File: src/rtl/alu_pkg.sv
// Shared definitions for the alu_out_sel result-select stage: function codes,
// result-source enum and the funct-to-source decode.
package alu_pkg;

   localparam logic [5:0] F_AND   = 6'b100100;
   localparam logic [5:0] F_OR    = 6'b100101;
   localparam logic [5:0] F_ADD   = 6'b100000;
   localparam logic [5:0] F_SUB   = 6'b100010;
   localparam logic [5:0] F_SLT   = 6'b101010;
   localparam logic [5:0] F_SRL   = 6'b000010;
   localparam logic [5:0] F_MULTU = 6'b011001;
   localparam logic [5:0] F_MFHI  = 6'b010000;
   localparam logic [5:0] F_MFLO  = 6'b010010;

   typedef enum logic [2:0] {
      SRC_ALU,
      SRC_SHIFT,
      SRC_HI,
      SRC_LO,
      SRC_NONE
   } src_e;

   // MULTU and unknown codes both map to SRC_NONE: neither captures a source.
   function automatic src_e decode_src(input logic [5:0] funct);
      src_e src;
      case (funct)
         F_AND, F_OR, F_ADD, F_SUB, F_SLT: src = SRC_ALU;
         F_SRL:                            src = SRC_SHIFT;
         F_MFHI:                           src = SRC_HI;
         F_MFLO:                           src = SRC_LO;
         default:                          src = SRC_NONE;
      endcase
      return src;
   endfunction

   function automatic logic is_known(input logic [5:0] funct);
      return (decode_src(funct) != SRC_NONE) || (funct == F_MULTU);
   endfunction

endpackage

File: src/rtl/alu_out_sel_if.sv
// Bundle of the operation, multiplier and result handshake signals of alu_out_sel.
interface alu_out_sel_if #(parameter int WIDTH = 32);

   logic               op_valid;
   logic               op_ready;
   logic [5:0]         funct;
   logic [WIDTH-1:0]   alu_res;
   logic [WIDTH-1:0]   shift_res;
   logic               mul_start;
   logic               mul_done;
   logic [2*WIDTH-1:0] mul_prod;
   logic               out_valid;
   logic               out_ready;
   logic [WIDTH-1:0]   data_out;
   logic               err;

   modport master (
      output op_valid, funct, alu_res, shift_res, mul_done, mul_prod, out_ready,
      input  op_ready, mul_start, out_valid, data_out, err
   );

   modport slave (
      input  op_valid, funct, alu_res, shift_res, mul_done, mul_prod, out_ready,
      output op_ready, mul_start, out_valid, data_out, err
   );

endinterface

File: src/rtl/hilo_reg.sv
// HI/LO register pair with the outstanding-multiply flag, timeout counter and
// single-cycle spurious-completion / timeout indications.
module hilo_reg
   import alu_pkg::*;
#(
   parameter int WIDTH       = 32,
   parameter int MUL_TIMEOUT = 64
) (
   input  logic               clk,
   input  logic               rst_n,
   input  logic               i_start,
   input  logic               i_done,
   input  logic [2*WIDTH-1:0] i_prod,
   output logic [WIDTH-1:0]   o_hi,
   output logic [WIDTH-1:0]   o_lo,
   output logic               o_pending,
   output logic               o_spurious,
   output logic               o_timeout
);

   localparam int             CW   = $clog2(MUL_TIMEOUT + 1);
   localparam logic [CW-1:0]  TMAX = CW'(MUL_TIMEOUT);

   logic [WIDTH-1:0] r_hi;
   logic [WIDTH-1:0] r_lo;
   logic             r_pending;
   logic [CW-1:0]    r_cnt;

   // NOTE: all state uses non-blocking assignments so every register samples
   // pre-edge values regardless of statement order.
   always_ff @(posedge clk or negedge rst_n) begin
      if (!rst_n) begin
         r_hi      <= '0;
         r_lo      <= '0;
         r_pending <= 1'b0;
         r_cnt     <= '0;
      end else begin
         if (i_done && r_pending) begin
            r_hi <= i_prod[2*WIDTH-1:WIDTH];
            r_lo <= i_prod[WIDTH-1:0];
         end
         // A new start wins over a completion landing in the same cycle.
         if (i_start) begin
            r_pending <= 1'b1;
            r_cnt     <= '0;
         end else if (i_done) begin
            r_pending <= 1'b0;
         end else if (r_pending && (r_cnt != TMAX)) begin
            r_cnt <= r_cnt + 1'b1;
         end
      end
   end

   assign o_hi       = r_hi;
   assign o_lo       = r_lo;
   assign o_pending  = r_pending;
   assign o_spurious = i_done && !r_pending;
   assign o_timeout  = r_pending && !i_done && !i_start && (r_cnt == TMAX - 1'b1);

endmodule

File: src/rtl/alu_out_sel.sv
// Registered result-select stage: decode, handshake and output register.
// Optional ALU_HILO_BYPASS_EN forwards mul_prod to MFHI/MFLO in the mul_done cycle.
module alu_out_sel
   import alu_pkg::*;
#(
   parameter int WIDTH       = 32,
   parameter int MUL_TIMEOUT = 64
) (
   input  logic         clk,
   input  logic         rst_n,
   alu_out_sel_if.slave bus
);

   logic             r_out_valid;
   logic [WIDTH-1:0] r_data;
   logic             r_err;

   logic [WIDTH-1:0] w_hi_q;
   logic [WIDTH-1:0] w_lo_q;
   logic [WIDTH-1:0] w_hi;
   logic [WIDTH-1:0] w_lo;
   logic             w_pending;
   logic             w_spurious;
   logic             w_timeout;
   logic             w_busy;
   logic             w_stall;
   logic             w_accept;
   logic             w_mul_start;
   logic             w_is_multu;
   logic             w_is_mf;
   logic             w_known;
   logic [WIDTH-1:0] w_sel;
   src_e             w_src;

   assign w_src      = decode_src(bus.funct);
   assign w_known    = is_known(bus.funct);
   assign w_is_multu = (bus.funct == F_MULTU);
   assign w_is_mf    = (bus.funct == F_MFHI) || (bus.funct == F_MFLO);

`ifdef ALU_HILO_BYPASS_EN
   assign w_busy = w_pending && !bus.mul_done;
   assign w_hi   = (w_pending && bus.mul_done) ? bus.mul_prod[2*WIDTH-1:WIDTH] : w_hi_q;
   assign w_lo   = (w_pending && bus.mul_done) ? bus.mul_prod[WIDTH-1:0]       : w_lo_q;
`else
   assign w_busy = w_pending;
   assign w_hi   = w_hi_q;
   assign w_lo   = w_lo_q;
`endif

   assign w_stall     = w_busy && (w_is_multu || w_is_mf);
   assign bus.op_ready = !w_stall && (!r_out_valid || bus.out_ready);
   assign w_accept    = bus.op_valid && bus.op_ready;
   assign w_mul_start = w_accept && w_is_multu;

   // NOTE: every branch assigns w_sel so no latch is inferred.
   always_comb begin
      w_sel = '0;
      case (w_src)
         SRC_ALU:   w_sel = bus.alu_res;
         SRC_SHIFT: w_sel = bus.shift_res;
         SRC_HI:    w_sel = w_hi;
         SRC_LO:    w_sel = w_lo;
         default:   w_sel = '0;
      endcase
   end

   hilo_reg #(
      .WIDTH       (WIDTH),
      .MUL_TIMEOUT (MUL_TIMEOUT)
   ) u_hilo (
      .clk        (clk),
      .rst_n      (rst_n),
      .i_start    (w_mul_start),
      .i_done     (bus.mul_done),
      .i_prod     (bus.mul_prod),
      .o_hi       (w_hi_q),
      .o_lo       (w_lo_q),
      .o_pending  (w_pending),
      .o_spurious (w_spurious),
      .o_timeout  (w_timeout)
   );

   // MULTU produces no beat, so it only lets an accepted result drain.
   always_ff @(posedge clk or negedge rst_n) begin
      if (!rst_n) begin
         r_out_valid <= 1'b0;
         r_data      <= '0;
         r_err       <= 1'b0;
      end else begin
         if (w_accept && !w_is_multu) begin
            r_out_valid <= 1'b1;
            r_data      <= w_sel;
         end else if (bus.out_ready) begin
            r_out_valid <= 1'b0;
         end
         if ((w_accept && !w_known) || w_spurious || w_timeout) begin
            r_err <= 1'b1;
         end
      end
   end

   assign bus.mul_start = w_mul_start;
   assign bus.out_valid = r_out_valid;
   assign bus.data_out  = r_data;
   assign bus.err       = r_err;

endmodule

File: src/flat_wrapper.sv
// flat-port wrapper written by rule: the top's interface ports become plain ports
module alu_out_sel_flat import alu_pkg::*;
#(
   parameter int WIDTH       = 32,
   parameter int MUL_TIMEOUT = 64
)
  (clk, rst_n, bus_op_valid, bus_funct, bus_alu_res, bus_shift_res, bus_mul_done, bus_mul_prod, bus_out_ready, bus_op_ready, bus_mul_start, bus_out_valid, bus_data_out, bus_err);
  alu_out_sel_if #(.WIDTH(WIDTH)) bus_i ();
  input  logic clk;
  input  logic rst_n;
  input wire logic [$bits(bus_i.op_valid)-1:0] bus_op_valid;
  input wire logic [$bits(bus_i.funct)-1:0] bus_funct;
  input wire logic [$bits(bus_i.alu_res)-1:0] bus_alu_res;
  input wire logic [$bits(bus_i.shift_res)-1:0] bus_shift_res;
  input wire logic [$bits(bus_i.mul_done)-1:0] bus_mul_done;
  input wire logic [$bits(bus_i.mul_prod)-1:0] bus_mul_prod;
  input wire logic [$bits(bus_i.out_ready)-1:0] bus_out_ready;
  output wire logic [$bits(bus_i.op_ready)-1:0] bus_op_ready;
  output wire logic [$bits(bus_i.mul_start)-1:0] bus_mul_start;
  output wire logic [$bits(bus_i.out_valid)-1:0] bus_out_valid;
  output wire logic [$bits(bus_i.data_out)-1:0] bus_data_out;
  output wire logic [$bits(bus_i.err)-1:0] bus_err;
  assign bus_i.op_valid = bus_op_valid;
  assign bus_i.funct = bus_funct;
  assign bus_i.alu_res = bus_alu_res;
  assign bus_i.shift_res = bus_shift_res;
  assign bus_i.mul_done = bus_mul_done;
  assign bus_i.mul_prod = bus_mul_prod;
  assign bus_i.out_ready = bus_out_ready;
  assign bus_op_ready = bus_i.op_ready;
  assign bus_mul_start = bus_i.mul_start;
  assign bus_out_valid = bus_i.out_valid;
  assign bus_data_out = bus_i.data_out;
  assign bus_err = bus_i.err;
  alu_out_sel #(.WIDTH(WIDTH), .MUL_TIMEOUT(MUL_TIMEOUT)) u_core (.clk(clk), .rst_n(rst_n), .bus(bus_i));
endmodule
File: config.mk
export PLATFORM = sky130hd
export DESIGN_NAME = alu_out_sel_flat
export DESIGN_NICKNAME = d
export VERILOG_FILES = /design/src/rtl/alu_pkg.sv /design/src/rtl/alu_out_sel_if.sv /design/src/rtl/hilo_reg.sv /design/src/rtl/alu_out_sel.sv /design/src/flat_wrapper.sv
export SDC_FILE = /design/constraint.sdc
export NUM_CORES = 1
export LEC_CHECK = 0
export CORE_MARGIN = 3
export CORE_UTILIZATION = 51
export DETAILED_ROUTE_END_ITERATION = 10
export PLACE_DENSITY = 0.86
export SYNTH_ARGS = -nofsm -noshare
export SYNTH_HDL_FRONTEND = slang
export SYNTH_SLANG_ARGS = --single-unit
export TNS_END_PERCENT = 100
File: constraint.sdc
create_clock -name clk -period 5.4 [get_ports clk]
set_clock_uncertainty 0.2 [all_clocks]
set_input_delay 0.54 -clock clk [delete_from_list [all_inputs] [get_ports clk]]
set_output_delay 0.54 -clock clk [all_outputs]
set_load 0.01 [all_outputs]
==> summary.md, run 1 <==
| Metric | Value |
|---|---|
| Delay-heaviest family, CP | `buffers and inverters` |
| Worst reg2reg startpoint | `u_core.u_hilo.o_pending` |
| Avg Cell Area, Syn | `12.1 um^2` |
| WP data arrival | `3.35 ns` |
| Clk_lat worst skew | `0.35 ns` |
| Worst slew margin | `about 28%` |
| Setup crit end kind | `output pin` |
| CTS Buf Count | `9` |
| Area occupied by multi-input gates | `2870 um^2` |
| Detail Route Antenna Nets | `0` |
| Detail Placement HPWL | `between 10000 and 15000 um` |
| CORE AREA | `11000 um^2` |
| Vias/cell | `6.60` |
| Power density over cell area | `245 nW/um^2` |
| Gp weighted congestion | `0.865` |
| Pin count of the biggest net entering global routing | `56` |
| Capture point of the worst reg-to-reg path | `u_core.bus.data_out[31]` |
| Cell count of the worst reg-to-reg path | `4` |
| First-pass GRT wire length | `28600 um` |
| WL final | `between 15000 and 20000 um` |
| Yosys cell types | `41` |
| Gr usage total | `28.5%` |
| Initial DRC Count | `393` |
| Post-synthesis mux area share | `12.8%` |
| CP max FO | `17` |
| CP Depth | `4` |
| Area Growth Syn to Fin | `35.2%` |
| Layout cells sized above 1 | `between 20% and 30%` |
| Crit path kind | `input pin to output pin` |
| Synth Register Bits | `106` |
| Max capacitance violation total | `0` |
| Routed via count | `5032` |
| Final setup vio count | `0` |
| N_diodes | `0` |
| Die width | `113 um` |
| Nets@finish | `760` |
| Largest family of logic cells by synthesized area | `simple AND/OR/NAND/NOR gates` |
| Post_cts resized | `0` |
| Hold_buf cts | `0` |
| Design Area, Final | `between 7000 and 8000 um^2` |
| Largest stage delay on the critical path | `between 0.7 and 0.8 ns` |
| Post-CTS Repair Setup Buffers | `0` |
| Slew @ Worst Pin | `1.09 ns` |
| FILL cells | `790` |
| F_max | `between 0.2 and 0.25 GHz` |
| Final worst path period share | `75.7%` |
| Clock root cell | `clkbuf_16` |
| Die area | `between 10000 and 15000 um^2` |
| VDD IR max | `0.216 mV` |
| Drt wl/cell | `around 24 um` |
| CTS H-tree depth | `3` |
| Synth Warn # | `0` |
| Slowest CP cell | `clkdlybuf4s50_1` |
| Synth Area in Adders | `0.432%` |
| Syn Std Cell Area | `5790 um^2` |
| # rows | `38` |
| Cell Area, Placed | `~7500 um^2` |
| CTS tree | `done` |
| Final Max Tran Viols | `0` |
| Register area | `2650 um^2` |
| Mapped Cells | `480` |
| RSZ-0062 raised after global routing | `no` |
| Critical path required time | `between 4 and 5 ns` |
| Hold Violations, Final | `0` |
| Reg2Reg Setup Slack | `2.93 ns` |
| Worst Setup Start Kind | `input pin` |
| Setup TNS | `0 ns` |
| Clk buf depth | `2` |
| Hold crit path type | `input pin to async pin` |
| Crit path time final | `4.09 ns` |
| Post-Synth Simple-Gate Area | `between 10% and 20%` |
| Synth Area in Compound Gates | `between 10% and 20%` |
| Status | `complete, no violations` |
| CP Buf/Inv Count | `2` |
| Sequential-to-total area share from yosys stat | `between 40% and 50%` |
| Leak Pwr | `3.09 nW` |
| Initial Util | `52.7%` |
| Vias in the first global route | `5266` |
| Number of detailed-route iterations in the first pass | `5` |
| Critical path's most frequent cell | `clkdlybuf4s50_1` |
| I/O Pins | `between 150 and 200` |
| GR Overflow Total | `0` |
| Crit path cell chain | `clkdlybuf4s50_1 -> or3b_2 -> nor4_2 -> clkdlybuf4s50_1` |
| Antenna violations before repair | `0` |
| Chip height | `113 um` |
| IO buf count | `174` |
| Number of remaining DRC errors | `0` |
| Clk sinks | `106` |
| Clock slew at reported path FFs | `~0.060 ns` |
| Syn Nets | `621` |
| Synth Area in XOR/XNOR | `less than 1%` |
cell usage after synthesis:
master	instances	area, um^2
o31a_1	1	8.76
a2111oi_1	30	300
o2111ai_1	2	17.5
nor3b_4	1	18.8
o31ai_1	2	15.0
or4_1	1	7.51
nand2b_1	4	25.0
o211a_1	1	10.0
or4b_1	1	10.0
a21o_1	1	7.51
or4b_4	1	13.8
ha_1	2	25.0
buf_4	2	15.0
clkbuf_1	40	150
and3_1	1	6.26
xor2_1	4	35.0
mux2_2	65	732
a21oi_1	1	5.00
a2111oi_0	2	17.5
o21a_1	2	15.0
nor2_1	10	37.5
buf_2	10	50.1
nor2b_1	3	18.8
o21ai_0	33	165
inv_1	3	11.3
or2_2	2	12.5
and2_1	1	6.26
nand4_1	2	12.5
o22ai_1	1	6.26
nand3b_1	1	7.51
mux2i_1	1	10.0
xnor2_1	2	17.5
a21oi_2	1	8.76
buf_6	5	56.3
nor4b_1	97	850
nor4_2	1	12.5
a211oi_2	1	12.5
nand2_1	4	15.0
dfrtp_1	106	2650
or3b_2	2	17.5
o31ai_2	30	375
stage by stage:
step | cells | util [%] | power, mW | setup slack (ns) | hold WS [ns]
after floorplan | 480 | - | 1.06 | 2.84 | 0.0444
after global placement | 748 | 68.5 | 1.22 | 1.42 | 0.283
final | 762 | 71.3 | 1.92 | 1.31 | 0.0201
after CTS | 762 | 71.3 | 1.93 | 1.31 | 0.0463
after detailed placement | 748 | 68.5 | 1.23 | 1.30 | 0.286
after global routing | 762 | 71.3 | 1.98 | 1.09 | 0.0711
worst reg2reg max path: cells and delay by family, from the launching register on:
family	cells	cell delay (ns)
AO/OA/AOI/OAI	2	0.38
AND/OR/NAND/NOR	2	1.32
flip-flops	1	0.42
power breakdown:
group          leakage (nW)  internal [mW]  total, mW  switching [mW]
logic                  1.50          0.177      0.316           0.139
registers              1.44          0.863      0.905          0.0419
clock network         0.151          0.414      0.698           0.285
total                  3.09           1.45       1.92           0.465
worst max-delay path by stage:
| stage | startpoint | endpoint | slack (ns) |
|---|---|---|---|
| global placement | bus_funct[5] | bus_mul_start | 1.42 |
| global route | bus_funct[5] | bus_mul_start | 1.09 |
| finish | bus_funct[5] | bus_mul_start | 1.31 |
| detailed placement | bus_funct[5] | u_core.bus.data_out[16] | 1.30 |
| CTS | bus_funct[5] | bus_mul_start | 1.31 |
| floorplan | bus_funct[2] | bus_mul_start | 2.84 |
cells in the final DEF (no fill, tap or decap), drive strengths merged, types with 2 or more instances in the layout:
cell,synthesis,final
mux2,65,65
buf,17,14
or4b,2,2
clkbuf,40,11
nor2,10,10
nand4,2,2
nand2,4,4
a21oi,2,2
nand2b,4,4
bufinv,0,2
a2111oi,32,32
clkdlybuf4s50,0,171
nor2b,3,3
o31ai,32,32
dfrtp,106,106
o21ai,33,33
xor2,4,4
o2111ai,2,2
or2,2,2
inv,3,3
o21a,2,2
ha,2,2
nor4b,97,97
xnor2,2,2
or3b,2,2
kinds of logic (layout without fill, tap and decap cells):
group                    count (synthesis)  count (layout)
multiplexers                            66              66
XOR/XNOR                                 6               6
buffers and inverters                   60             202
AO/OA/AOI/OAI                          108             108
AND/OR/NAND/NOR                        132             132
flip-flops                             106             106
adder cells (fa/ha/maj)                  2               2
sequential cells by signal (all words and copies together) (netlist names):
name,count
u_core.u_hilo.o_hi,32
u_core.u_hilo.o_pending,1
u_core.bus.out_valid,1
u_core.bus.err,1
u_core.u_hilo.r_cnt,7
u_core.u_hilo.o_lo,32
u_core.bus.data_out,32
final cells by class:
type                       instances  share of cell area [%]
multi-input combinational        314                    36.6
sequential                       106                    33.9
timing repair buffer             185                    23.1
clock buffer                      11                    3.10
tap                              140                    2.24
clock inverter                     3                   0.831
inverter                           3                   0.144
routing by layer:
metal | part of all wire (%) | GRT usage, %
met5 | 0 | 0
met4 | 2.7 | 11.9
met3 | 8.5 | 6.04
met2 | 49 | 45.3
met1 | 40 | 38.1
(Power assumes the default switching activity.)
==> run 2, diff against run 1 <==
--- a/config.mk
+++ b/config.mk
@@ -6,9 +6,9 @@
 export NUM_CORES = 1
 export LEC_CHECK = 0
 export CORE_MARGIN = 3
-export CORE_UTILIZATION = 51
+export CORE_UTILIZATION = 48
 export DETAILED_ROUTE_END_ITERATION = 10
-export PLACE_DENSITY = 0.86
+export PLACE_DENSITY = 0.81
 export SYNTH_ARGS = -nofsm -noshare
 export SYNTH_HDL_FRONTEND = slang
 export SYNTH_SLANG_ARGS = --single-unit
==> constraint.sdc (replaced) <==
create_clock -name clk -period 3.8 [get_ports clk]
set_clock_uncertainty 0.2 [all_clocks]
set_input_delay 0.38 -clock clk [delete_from_list [all_inputs] [get_ports clk]]
set_output_delay 0.38 -clock clk [all_outputs]
set_load 0.01 [all_outputs]
==> summary.md, run 2 (same netlist as run 1, synthesis figures left out) <==
| Metric | Value |
|---|---|
| CTS tree | `done` |
| N_diodes | `0` |
| CP max FO | `9` |
| Clock root cell | `clkbuf_16` |
| Hold Violations, Final | `0` |
| Gp weighted congestion | `0.825` |
| Crit path kind | `input pin to output pin` |
| Vias in the first global route | `roughly 5100` |
| Antenna violations before repair | `0` |
| Max capacitance violation total | `0` |
| Largest stage delay on the critical path | `0.55 ns` |
| Detail Placement HPWL | `12300 um` |
| Slew @ Worst Pin | `0.869 ns` |
| Die width | `116 um` |
| Initial DRC Count | `approximately 390` |
| Final setup vio count | `0` |
| Final worst path period share | `~80%` |
| Worst slew margin | `41.9%` |
| Clk_lat worst skew | `0.35 ns` |
| WL final | `18200 um` |
| Hold Slack | `0.301 ns` |
| IO buf count | `174` |
| Layout cells sized above 1 | `22.4%` |
| Pre-CTS setup slack | `0.702 ns` |
| First-pass GRT wire length | `28500 um` |
| Final Max Tran Viols | `0` |
| Power density over cell area | `334 nW/um^2` |
| Initial Util | `about 50%` |
| CTS H-tree depth | `3` |
| Critical path required time | `3.22 ns` |
| Worst Setup Start Kind | `input pin` |
| CTS Buf Count | `9` |
| Die area | `13400 um^2` |
| CORE AREA | `11600 um^2` |
| Chip height | `116 um` |
| F_max | `0.329 GHz` |
| Setup crit end kind | `output pin` |
| Number of remaining DRC errors | `0` |
| Status | `complete, no violations` |
| Critical path's most frequent cell | `clkdlybuf4s50_1` |
| Area Growth Syn to Fin | `36.7%` |
| VDD IR max | `0.261 mV` |
| WP data arrival | `2.46 ns` |
| Post-CTS Repair Setup Buffers | `0` |
| Vias/cell | `6.39` |
| FILL cells | `886` |
| Setup TNS | `0 ns` |
| Routed via count | `between 4000 and 5000` |
| RSZ-0062 raised after global routing | `no` |
| Leak Pwr | `between 3 and 4 nW` |
| Commonest non-fill, non-tap cell in the layout | `clkdlybuf4s50_1` |
| Slowest CP cell | `clkdlybuf4s50_1` |
| Clock slew at reported path FFs | `0.06 ns` |
| Worst Setup Slack, final | `0.763 ns` |
| Detail Route Antenna Nets | `0` |
| Crit path cell chain | `clkdlybuf4s50_1 -> or3b_2 -> nor4_2 -> buf_4 -> clkdlybuf4s50_1` |
| Number of detailed-route iterations in the first pass | `5` |
| I/O Pins | `175` |
| Crit path time final | `between 3 and 4 ns` |
| Reg2Reg Setup Slack | `1.59 ns` |
| Drt wl/cell | `23.4 um` |
| Nets@finish | `769` |
| Clk buf depth | `2` |
| Clk sinks | `106` |
| Pin count of the biggest net entering global routing | `56` |
| GR Overflow Total | `0` |
| Final Util | `between 60% and 70%` |
| Hold crit path type | `register to register` |
| # rows | `39` |
| Gr usage total | `between 20% and 30%` |
| Most frequent cells in the layout | `clkdlybuf4s50_1, dfrtp_1, nor4b_1` |
run 2: cell count changes in the layout (fill, tap and decap cells not counted):
cell           change
buf_12             +3
buf_4              +5
bufinv_16          -2
clkbuf_1           +1
clkbuf_8           +2
clkinv_2           +1
dlygate4sd3_1      +1
run 2: power by group:
part / leakage, nW / internal [mW] / switching [mW] / total (mW)
logic: 1.56 / 0.260 / 0.198 / 0.458
registers: 1.44 / 1.23 / 0.0597 / 1.29
clock network: 0.143 / 0.497 / 0.401 / 0.898
total: 3.14 / 1.98 / 0.658 / 2.64
run 2: layer usage:
layer | share of wire (%) | track usage (%) | vias to the layer above
met3 | 8.2 | 7.15 | 31
li1 | - | - | 2178
met4 | 2.6 | 9.36 | 0
met2 | 49 | 44.7 | 267
met1 | 40 | 36.5 | 2484
met5 | 0 | 0 | -
run 2: area by class of cell:
class                      count  area (um^2)  share of cell area, %
inverter                       3         11.3                  0.142
tap                          143          179                   2.26
clock buffer                  14          274                   3.46
timing repair buffer         194         1920                   24.3
clock inverter                 2         10.0                  0.126
sequential                   106         2650                   33.5
multi-input combinational    314         2870                   36.2
run 2: what timing repair did:
| item | CTS | global route |
|---|---|---|
| hold buffers | 1 | 0 |
| resized for setup | 0 | 0 |
| endpoints found under the hold margin | 53 | 0 |
run 2: per-stage QoR:
step	power, mW	instances	instance area [um^2]
after global routing	2.75	776	7910
after global placement	1.75	759	7620
final	2.64	776	7910
after detailed placement	1.76	759	7620
after CTS	2.66	776	7910
after floorplan	1.50	480	5790
run 2: worst max-delay path, delay by kind of cell:
kind          cells  cell delay (ns)
buf+inv           3             1.29
simple gates      2             0.79
run 2: path summary, 6_finish.rpt:
| kind | to | from | cells after the start |
|---|---|---|---|
| min reg2reg | u_core.u_hilo.o_hi[22] | u_core.u_hilo.o_hi[22] | 1 |
| max in group asynchronous | u_core.bus.data_out[20] | rst_n | 3 |
| max reg2reg | u_core.bus.data_out[14] | u_core.bus.out_valid | 6 |
| max | bus_mul_start | bus_funct[4] | 5 |
| min | u_core.u_hilo.o_hi[22] | u_core.u_hilo.o_hi[22] | 1 |
| min in group asynchronous | u_core.u_hilo.o_hi[29] | rst_n | 2 |
==> run 3, diff against run 2 <==
==> constraint.sdc (replaced) <==
create_clock -name clk -period 3.15 [get_ports clk]
set_clock_uncertainty 0.2 [all_clocks]
set_input_delay 0.315 -clock clk [delete_from_list [all_inputs] [get_ports clk]]
set_output_delay 0.315 -clock clk [all_outputs]
set_load 0.01 [all_outputs]
==> summary.md, run 3 (same netlist as run 1, synthesis figures left out) <==
| Metric | Value |
|---|---|
| Status | `complete, no violations` |
| Slowest CP cell | `clkdlybuf4s50_1` |
| Vias/cell | `6.48` |
| Largest stage delay on the critical path | `0.60 ns` |
| Setup TNS | `0 ns` |
| WL final | `18300 um` |
| Design Area, Final | `roughly 7900 um^2` |
| Detail Placement HPWL | `12300 um` |
| CORE AREA | `11600 um^2` |
| M1 wire length | `7090 um` |
| Clk buf depth | `2` |
| Most frequent cells in the layout | `clkdlybuf4s50_1, dfrtp_1, nor4b_1` |
| Hold Slack | `0.296 ns` |
| GR Overflow Total | `0` |
| Clk_lat worst skew | `around 0.35 ns` |
| Clock root cell | `clkbuf_16` |
| Worst reg2reg startpoint | `u_core.bus.out_valid` |
| Number of remaining DRC errors | `0` |
| IO buf count | `174` |
| Crit path kind | `input pin to output pin` |
| Cell count of the worst reg-to-reg path | `6` |
| VDD IR max | `0.467 mV` |
| Max capacitance violation total | `0` |
| Number of detailed-route iterations in the first pass | `5` |
| Layout cells sized above 1 | `about 23%` |
| Highest metal used | `met4` |
| Reg2Reg Setup Slack | `1.05 ns` |
| CP Buf/Inv Count | `2` |
| Non-filler cells, final | `778` |
| CTS H-tree depth | `3` |
| Nets@finish | `roughly 770` |
| Final Max Tran Viols | `0` |
| Worst Setup Slack, final | `0.302 ns` |
| Gp weighted congestion | `0.836` |
| Clock slew at reported path FFs | `0.06 ns` |
| Hold crit path type | `input pin to async pin` |
| Detail Route Antenna Nets | `0` |
| Chip height | `116 um` |
| Final Util | `about two thirds` |
| Post-CTS Repair Setup Buffers | `0` |
| Pre-CTS setup slack | `0.307 ns` |
| Initial Util | `49.9%` |
| Die area | `13400 um^2` |
| Clk sinks | `106` |
| Hold_buf cts | `1` |
| Area Growth Syn to Fin | `37.1%` |
| CP Depth | `4` |
| Cell Area, Placed | `7650 um^2` |
| Post_cts resized | `0` |
| Critical path's most frequent cell | `clkdlybuf4s50_1` |
| CTS Buf Count | `9` |
| Final setup vio count | `0` |
| Leak Pwr | `3.16 nW` |
| Routed via count | `5045` |
| N_diodes | `0` |
| Crit path time final | `2.85 ns` |
| Slew @ Worst Pin | `around 0.90 ns` |
| Crit path cell chain | `clkdlybuf4s50_1 -> or3b_2 -> nor4_2 -> clkdlybuf4s50_1` |
| Critical path required time | `2.63 ns` |
| F_max | `0.351 GHz` |
| Commonest non-fill, non-tap cell in the layout | `clkdlybuf4s50_1` |
| RSZ-0062 raised after global routing | `no` |
| Worst Setup Start Kind | `input pin` |
| Total power | `3.20 mW` |
| Hold Violations, Final | `0` |
| Met2 Wirelength | `9040 um` |
| Gr usage total | `27.4%` |
| Met3 WL | `1690 um` |
| Worst slew margin | `~40%` |
| Drt wl/cell | `about 23 um` |
| Setup crit end kind | `output pin` |
| Final worst path period share | `roughly nine tenths` |
| Pin count of the biggest net entering global routing | `67` |
| Antenna violations before repair | `0` |
| CTS tree | `done` |
| Die width | `116 um` |
| Cells after DPL | `761` |
| Delay-heaviest family, CP | `buffers and inverters` |
| I/O Pins | `about 180` |
| Capture point of the worst reg-to-reg path | `u_core.bus.data_out[8]` |
| First-pass GRT wire length | `between 20000 and 30000 um` |
| Vias in the first global route | `~5300` |
| # rows | `39` |
| CP max FO | `5` |
| Power density over cell area | `402 nW/um^2` |
| Initial DRC Count | `492` |
| WP data arrival | `2.33 ns` |
-- run 3: cell count changes in the layout (fill, tap and decap cells not counted) --
cell    before  now
buf_12       3    4
buf_4       17   18
-- run 3: worst max-delay path by stage --
| stage | start | end | slack [ns] |
|---|---|---|---|
| after floorplan | bus_funct[2] | bus_mul_start | 1.04 |
| after global placement | bus_funct[4] | bus_mul_start | 0.34 |
| after detailed placement | bus_funct[4] | bus_mul_start | 0.31 |
| after CTS | bus_funct[4] | bus_mul_start | 0.28 |
| after global routing | bus_funct[4] | bus_mul_start | 0.24 |
| final | bus_funct[4] | bus_mul_start | 0.30 |
-- run 3: final cells by class --
class | count | area (um^2)
fill | 891 | 3670
multi-input combinational | 314 | 2870
sequential | 106 | 2650
timing repair buffer | 196 | 1950
clock buffer | 14 | 274
tap | 143 | 179
inverter | 3 | 11.3
clock inverter | 2 | 10.0
-- run 3: per-layer routing --
metal  up-vias  global-route usage (%)
met1      2508                    35.2
met3        42                    6.89
met2       311                    45.2
met4         0                    9.67
met5         -                       0
li1       2184                       -
-- run 3: where the power goes --
group	internal (mW)	leakage [nW]	switching (mW)	total, mW
logic	0.317	1.58	0.243	0.559
clock network	0.599	0.143	0.486	1.09
registers	1.48	1.44	0.0714	1.55
